## src/rtl/screen_pkg.sv

```systemverilog
// screen_pkg: TX states, LCD command bytes, ASCII constants and the "SCALE:" header table for screen_uart_ctrl
package screen_pkg;
  typedef enum logic [2:0] {TX_IDLE, TX_START, TX_DATA, TX_PARITY, TX_STOP} tx_state_e;
  localparam logic [7:0] LCD_CMD = 8'hFE;
  localparam logic [7:0] LCD_HOME = 8'h80;
  localparam logic [7:0] ASCII_0 = 8'h30;
  localparam logic [7:0] ASCII_Q = 8'h3F;
  localparam logic [7:0] HDR [9] = '{LCD_CMD, LCD_HOME, 8'h53, 8'h43, 8'h41, 8'h4C, 8'h45, 8'h3A, ASCII_0};
  function automatic logic [7:0] scale_digit(input logic [7:0] s);
    return (s >= 8'd1 && s <= 8'd9) ? ASCII_0 + s : ASCII_Q;
  endfunction
endpackage

```

## src/rtl/screen_fifo.sv

```systemverilog
// screen_fifo: byte FIFO, ports clk/rst(async high)/push/din/pop -> dout(head)/full/empty/count, pointers wrap mod DEPTH
module screen_fifo #(
  parameter int DEPTH = 16
) (
  input  logic                     clk,
  input  logic                     rst,
  input  logic                     push,
  input  logic [7:0]               din,
  input  logic                     pop,
  output logic [7:0]               dout,
  output logic                     full,
  output logic                     empty,
  output logic [$clog2(DEPTH):0]   count
);
  localparam int AW = $clog2(DEPTH);
  localparam int CW = AW + 1;
  logic [7:0] mem_q [DEPTH];
  logic [AW-1:0] wr_ptr_q, wr_ptr_d, rd_ptr_q, rd_ptr_d;
  logic [CW-1:0] cnt_q, cnt_d;
  logic wr, rd;
  always_comb begin
    full = cnt_q == CW'(DEPTH);
    empty = cnt_q == '0;
    wr = push && !full;
    rd = pop && !empty;
    wr_ptr_d = wr_ptr_q + AW'(wr);
    rd_ptr_d = rd_ptr_q + AW'(rd);
    cnt_d = cnt_q + CW'(wr) - CW'(rd);
    dout = mem_q[rd_ptr_q];
    count = cnt_q;
  end
  always_ff @(posedge clk) if (wr) mem_q[wr_ptr_q] <= din;
  always_ff @(posedge clk or posedge rst) begin
    if (rst) begin
      wr_ptr_q <= '0;
      rd_ptr_q <= '0;
      cnt_q <= '0;
    end else begin
      wr_ptr_q <= wr_ptr_d;
      rd_ptr_q <= rd_ptr_d;
      cnt_q <= cnt_d;
    end
  end
endmodule

```

## src/rtl/screen_uart_ctrl.sv

```systemverilog
// screen_uart_ctrl: host bytes + "SCALE:<d>" header on scale change -> FIFO -> UART tx (ports clk/reset/scale/in_data/in_valid -> in_ready/tx/busy/fifo_count; macro SCREEN_UART_PARITY_EN adds even parity)
module screen_uart_ctrl
  import screen_pkg::*;
#(
  parameter int CLK_DIV = 5208,
  parameter int FIFO_DEPTH = 16,
  parameter int STOP_BITS = 1
) (
  input  logic                          clk,
  input  logic                          reset,
  input  logic [7:0]                    scale,
  input  logic [7:0]                    in_data,
  input  logic                          in_valid,
  output logic                          in_ready,
  output logic                          tx,
  output logic                          busy,
  output logic [$clog2(FIFO_DEPTH):0]   fifo_count
);
  localparam int CW = $clog2(FIFO_DEPTH) + 1;
  localparam int DW = $clog2(CLK_DIV + 1);
  localparam logic [DW-1:0] LAST_DIV = DW'(CLK_DIV - 1);
  localparam logic [CW-1:0] MAX_FILL = CW'(FIFO_DEPTH - 9);
  tx_state_e state_q, state_d;
  logic [DW-1:0] div_q, div_d;
  logic [2:0] bit_q, bit_d;
  logic [7:0] sh_q, sh_d, last_scale_q, last_scale_d, digit_q, digit_d;
  logic [3:0] idx_q, idx_d;
  logic seq_q, seq_d, rdy_q;
  logic full, empty, f_push, f_pop, start, bit_end, stop_last;
  logic [7:0] f_din, f_dout;
`ifdef SCREEN_UART_PARITY_EN
  logic par_q, par_d;
`endif
  screen_fifo #(.DEPTH(FIFO_DEPTH)) u_fifo (
    .clk(clk), .rst(reset), .push(f_push), .din(f_din), .pop(f_pop),
    .dout(f_dout), .full(full), .empty(empty), .count(fifo_count)
  );
  always_comb begin
    start = !seq_q && scale != last_scale_q && scale != 8'd0 && fifo_count <= MAX_FILL;
    in_ready = rdy_q && !full && !seq_q && !start;
    f_push = seq_q || (in_valid && in_ready);
    f_din = !seq_q ? in_data : idx_q == 4'd8 ? digit_q : HDR[idx_q];
    seq_d = start || (seq_q && idx_q != 4'd8);
    idx_d = seq_q ? idx_q + 4'd1 : 4'd0;
    last_scale_d = start ? scale : last_scale_q;
    digit_d = start ? scale_digit(scale) : digit_q;
    bit_end = div_q == LAST_DIV;
    stop_last = bit_q == 3'(STOP_BITS - 1);
    f_pop = !empty && (state_q == TX_IDLE || (state_q == TX_STOP && bit_end && stop_last));
    div_d = (state_q == TX_IDLE || bit_end) ? '0 : div_q + DW'(1);
    state_d = state_q;
    bit_d = bit_q;
    sh_d = sh_q;
`ifdef SCREEN_UART_PARITY_EN
    par_d = par_q;
`endif
    case (state_q)
      TX_IDLE: state_d = TX_IDLE;
      TX_START: state_d = bit_end ? TX_DATA : TX_START;
      TX_DATA: if (bit_end) begin
        sh_d = sh_q >> 1;
        bit_d = bit_q + 3'd1;
`ifdef SCREEN_UART_PARITY_EN
        state_d = bit_q == 3'd7 ? TX_PARITY : TX_DATA;
`else
        state_d = bit_q == 3'd7 ? TX_STOP : TX_DATA;
`endif
      end
      TX_PARITY: state_d = bit_end ? TX_STOP : TX_PARITY;
      TX_STOP: if (bit_end) begin
        bit_d = stop_last ? 3'd0 : bit_q + 3'd1;
        state_d = stop_last ? TX_IDLE : TX_STOP;
      end
      default: state_d = TX_IDLE;
    endcase
    if (f_pop) begin
      sh_d = f_dout;
      state_d = TX_START;
`ifdef SCREEN_UART_PARITY_EN
      par_d = ^f_dout;
`endif
    end
    tx = state_q == TX_START ? 1'b0 :
         state_q == TX_DATA ? sh_q[0] :
`ifdef SCREEN_UART_PARITY_EN
         state_q == TX_PARITY ? par_q :
`endif
         1'b1;
    busy = state_q != TX_IDLE || !empty;
  end
  always_ff @(posedge clk or posedge reset) begin
    if (reset) begin
      state_q <= TX_IDLE;
      div_q <= '0;
      bit_q <= '0;
      sh_q <= '0;
      last_scale_q <= '0;
      digit_q <= '0;
      idx_q <= '0;
      seq_q <= 1'b0;
      rdy_q <= 1'b0;
`ifdef SCREEN_UART_PARITY_EN
      par_q <= 1'b0;
`endif
    end else begin
      state_q <= state_d;
      div_q <= div_d;
      bit_q <= bit_d;
      sh_q <= sh_d;
      last_scale_q <= last_scale_d;
      digit_q <= digit_d;
      idx_q <= idx_d;
      seq_q <= seq_d;
      rdy_q <= 1'b1;
`ifdef SCREEN_UART_PARITY_EN
      par_q <= par_d;
`endif
    end
  end
endmodule

```

## config.mk

```make
export PLATFORM = sky130hd
export DESIGN_NAME = screen_uart_ctrl
export DESIGN_NICKNAME = d
export VERILOG_FILES = /design/src/rtl/screen_pkg.sv /design/src/rtl/screen_fifo.sv /design/src/rtl/screen_uart_ctrl.sv
export SDC_FILE = /design/constraint.sdc
export NUM_CORES = 1
export LEC_CHECK = 0
export BUFFER_PORTS_ARGS = -buffer_cell sky130_fd_sc_hd__buf_2
export CORE_ASPECT_RATIO = 0.7
export CORE_MARGIN = 2
export CORE_UTILIZATION = 40
export CTS_BUF_LIST = sky130_fd_sc_hd__clkbuf_2
export CTS_CLUSTER_DIAMETER = 40
export CTS_CLUSTER_SIZE = 30
export DETAILED_ROUTE_END_ITERATION = 10
export GPL_TIMING_DRIVEN = 0
export PLACE_DENSITY = 0.67
export SETUP_SLACK_MARGIN = 0.02
export SYNTH_ARGS = -nofsm -noshare
export SYNTH_HDL_FRONTEND = slang
export SYNTH_SLANG_ARGS = --single-unit
```

## constraint.sdc

```tcl
create_clock -name clk -period 6.7 [get_ports clk]
set_input_delay 0.67 -clock clk [delete_from_list [all_inputs] [get_ports clk]]
set_output_delay 0.67 -clock clk [all_outputs]
set_load 0.02 [all_outputs]
```

==> results.md <==
- Status: completed
- 1st-pass router iterations: 5
- Placed cell area: 0.00893 sq mm
- Minimum clock period: 3.77 ns
- Post-CTS setup buffers: 0
- Design area: 0.00925 sq mm
- Final setup viols: 0
- Final period util: 56.3%
- Setup WS pre-CTS: 2.54 ns
- R2r startpoint: last_scale_q[0]$_DFFE_PP0P_
- Hold crit path type: in2reg
- Worst Reg-to-Reg Cells: 15
- Worst Hold End: digit_q[4]$_DFFE_PP0P_
- Number of global-route vias before repair: 5030
- Largest net degree at the start of global routing: 40
- # hold bufs at CTS: 1
- # Max-Cap Violations: 0
- Clock Tree Root: clkbuf_2
- Area added between synthesis and finish: 10.6%
- Max Clock Skew: 0.0406 ns
- Ports: 27
- Die ar.: 0.0221 sq mm
- First-pass GRT wire length: 27500 microns
- Worst R2R Setup Slack: 2.97 ns
- Synth area leader: edfxtp_1
- Vias/cell: 5.38
- Fin. Hold Viols: 0
- Logic gate share of total power: 28.5%
- Post-synth top area share: 46.0%
- Net Sw Frac: 35.6%
- Synth warnings: 0
- Hold path cells: 2
- Syn_nets: 629
- Wirelength, routed: 17100 microns
- Commonest cells post-synth: edfxtp_1, dfrtp_1, nor2_1
- Worst hold slack: 0.144 ns
- Net Sw Power: 1200 uW
- Clock-pin slew on the worst setup and hold paths: 0.29 ns
- Wirelength per Cell: 18.3 microns
- TritonCTS clock tree: built
- Peak supply drop: 0.173 mV
- Die width: 177 microns
- Clk Latency, worst-skew pair: 0.77 ns
- Slew of the pin with the lowest slew margin: 1.25 ns
- Fmax: 0.265 GHz
- Seq pwr share: 54.1%
- RSZ-0062 raised after global routing: no
- Clock Path Buffers: 2
- H-tree depth: 4
- Ranking of synthesized cells by area: edfxtp_1, dfrtp_1, mux4_2
- Grt total ovfl: 0
- CTS resizes: 0
- Most numerous cell in the Yosys netlist: edfxtp_1
- Max-slew violations: 0
- Gr usage total: 16.3%
- Clock sink total: 190
- Die height: 125 microns
- Worst setup SP type: flip-flop
- Dominant synthesized flop cell: edfxtp_1
- GPL Wtd Cong: 0.875
- # rows: 44
- DR iter-0 viols: 422
- Crit. End Element: primary output
- Mean Syn Cell Area: 14.2 sq um
- Mapped cell area: 0.00836 sq mm
- Pwr dens: 366 mW/mm^2
- Antenna violations before repair: 1
- EDFF count, synth: 128
- Max FO, Critical Path: 10
- Critical Path RT: 6.03 ns
- DP HPWL: 12300 microns
- Worst endpoint data arrival time: 3.10 ns
- #FFs+latches synth: 190
- Reg2Reg Capture Point: u_fifo.count[4]$_DFF_PP0_
- Lkg Pwr: 0.00359 uW
- Internal power: 2180 uW
- IO Port Bufs: 26
- Core Area: 0.0206 sq mm
- Clock network fraction of design power: 17.4%
- Share of layout cells above drive strength 1: 18.7%
- TNS Setup: 0 ns
- Critical path class: reg2out
- CTS Buf Count: 17
- Count of cell types in the netlist: 53
- Ys async rst share: 32.6%
- Post-route ant nets: 0
- Syn Inst Count: 587
- Nets: 683
- Slew HR: 16.0%
- Core Util, Final: 44.8%
- Post-route worst setup slack: 2.93 ns
- Hold Startpoint: scale[4]
- Drt drc: 0
- Sequential-to-total area share from yosys stat: 64.5%
- Vias: 5008
- Initial core utilization: 40.5%
[worst max-delay path, stage by stage (launching register included)]
cell	delay, ns
dfrtp_1	0.46
xor2_1	0.17
nor4_1	0.60
a221oi_2	0.26
nand2_1	0.19
buf_2	0.28
and4b_1	0.23
buf_2	0.16
[worst max-delay path by stage]
stage / startpoint / endpoint / slack [ns] / cells after the start
after floorplan: scale[4] / u_fifo.mem_q[0][0]$_DFFE_PP_ / 3.60 / 8
after global routing: last_scale_q[7]$_DFFE_PP0P_ / in_ready / 2.72 / 7
after detailed placement: scale[0] / u_fifo.mem_q[13][7]$_DFFE_PP_ / 2.54 / 8
after global placement: scale[7] / u_fifo.mem_q[1][7]$_DFFE_PP_ / 2.28 / 7
final: last_scale_q[0]$_DFFE_PP0P_ / in_ready / 2.93 / 7
after CTS: last_scale_q[0]$_DFFE_PP0P_ / u_fifo.mem_q[13][7]$_DFFE_PP_ / 2.87 / 7
[stage by stage]
stage | total power, uW | cells
floorplan | 2450 | 587
detailed placement | 2810 | 895
global placement | 2700 | 889
global route | 3590 | 931
finish | 3380 | 931
CTS | 3390 | 928
[sequential cells by signal, summed over array words and instances, names as in the netlist]
signal / flops
u_fifo.rd_ptr_q: 4
bit_q: 3
div_q: 13
u_fifo.count: 5
state_q: 3
u_fifo.mem_q: 128
seq_q: 1
sh_q: 8
u_fifo.wr_ptr_q: 4
rdy_q: 1
digit_q: 8
idx_q: 4
last_scale_q: 8
[layer usage]
layer  GRT usage [%]  wire (microns)  share of wire (%)
met1            24.2            8360                 49
met2            23.4            7590                 44
met3            4.71             909                5.3
met4            4.33             216                1.3
met5               0               0                  0
[power groups by stage]
stage / combinational [uW] / clock [uW] / sequential, uW
final: 966 / 589 / 1830
after global placement: 858 / 0 / 1840
after CTS: 953 / 604 / 1830
after global routing: 1080 / 650 / 1850
after floorplan: 618 / 0 / 1840
after detailed placement: 949 / 0 / 1860
[cell usage in the layout, fill, tap and decap left out, types with 3 or more instances in the layout]
cell type    n
o221ai_1     5
nor2b_1      5
and2_1      11
a41oi_1      6
inv_6        5
a221oi_1    13
clkbuf_1    16
o21a_1       3
a22oi_1      7
nor3_2       8
xor2_1      18
nand2b_1     4
nand2_1     26
dfrtp_1     62
inv_1       30
xnor2_1     12
nor3_1       7
mux4_2      19
mux2_2       8
o21ai_0     19
nand3_1     10
nor4_2       5
o21ai_1      3
a221o_1      8
mux2i_1     28
clkbuf_2    17
edfxtp_1   128
a21oi_1     14
a31oi_1      3
clkinv_8     3
and3_1      10
buf_2       33
ha_1        22
nor2_1      36
buf_4        6
[cell type report]
type                            count  area [sq um]
Clock inverter                     15           173
Buffer                             27           121
Timing Repair Buffer               35           213
Sequential cell                   190          5400
Tap cell                          276           345
Multi-Input combinational cell    339          2800
Fill cell                        1820         11400
Antenna cell                        1          2.50
Clock buffer                       17          85.1
Inverter                           31           116
[cell families after synthesis]
family / synth area share (%)
xor+xnor: 3.14
mux: 9.55
fa+ha+maj: 3.53
simple gates: 8.66
flops: 64.5
other cells: 0.0448
buf+inv: 2.84
compound gates: 7.72
No activity file was read; power rests on OpenSTA's default activity.
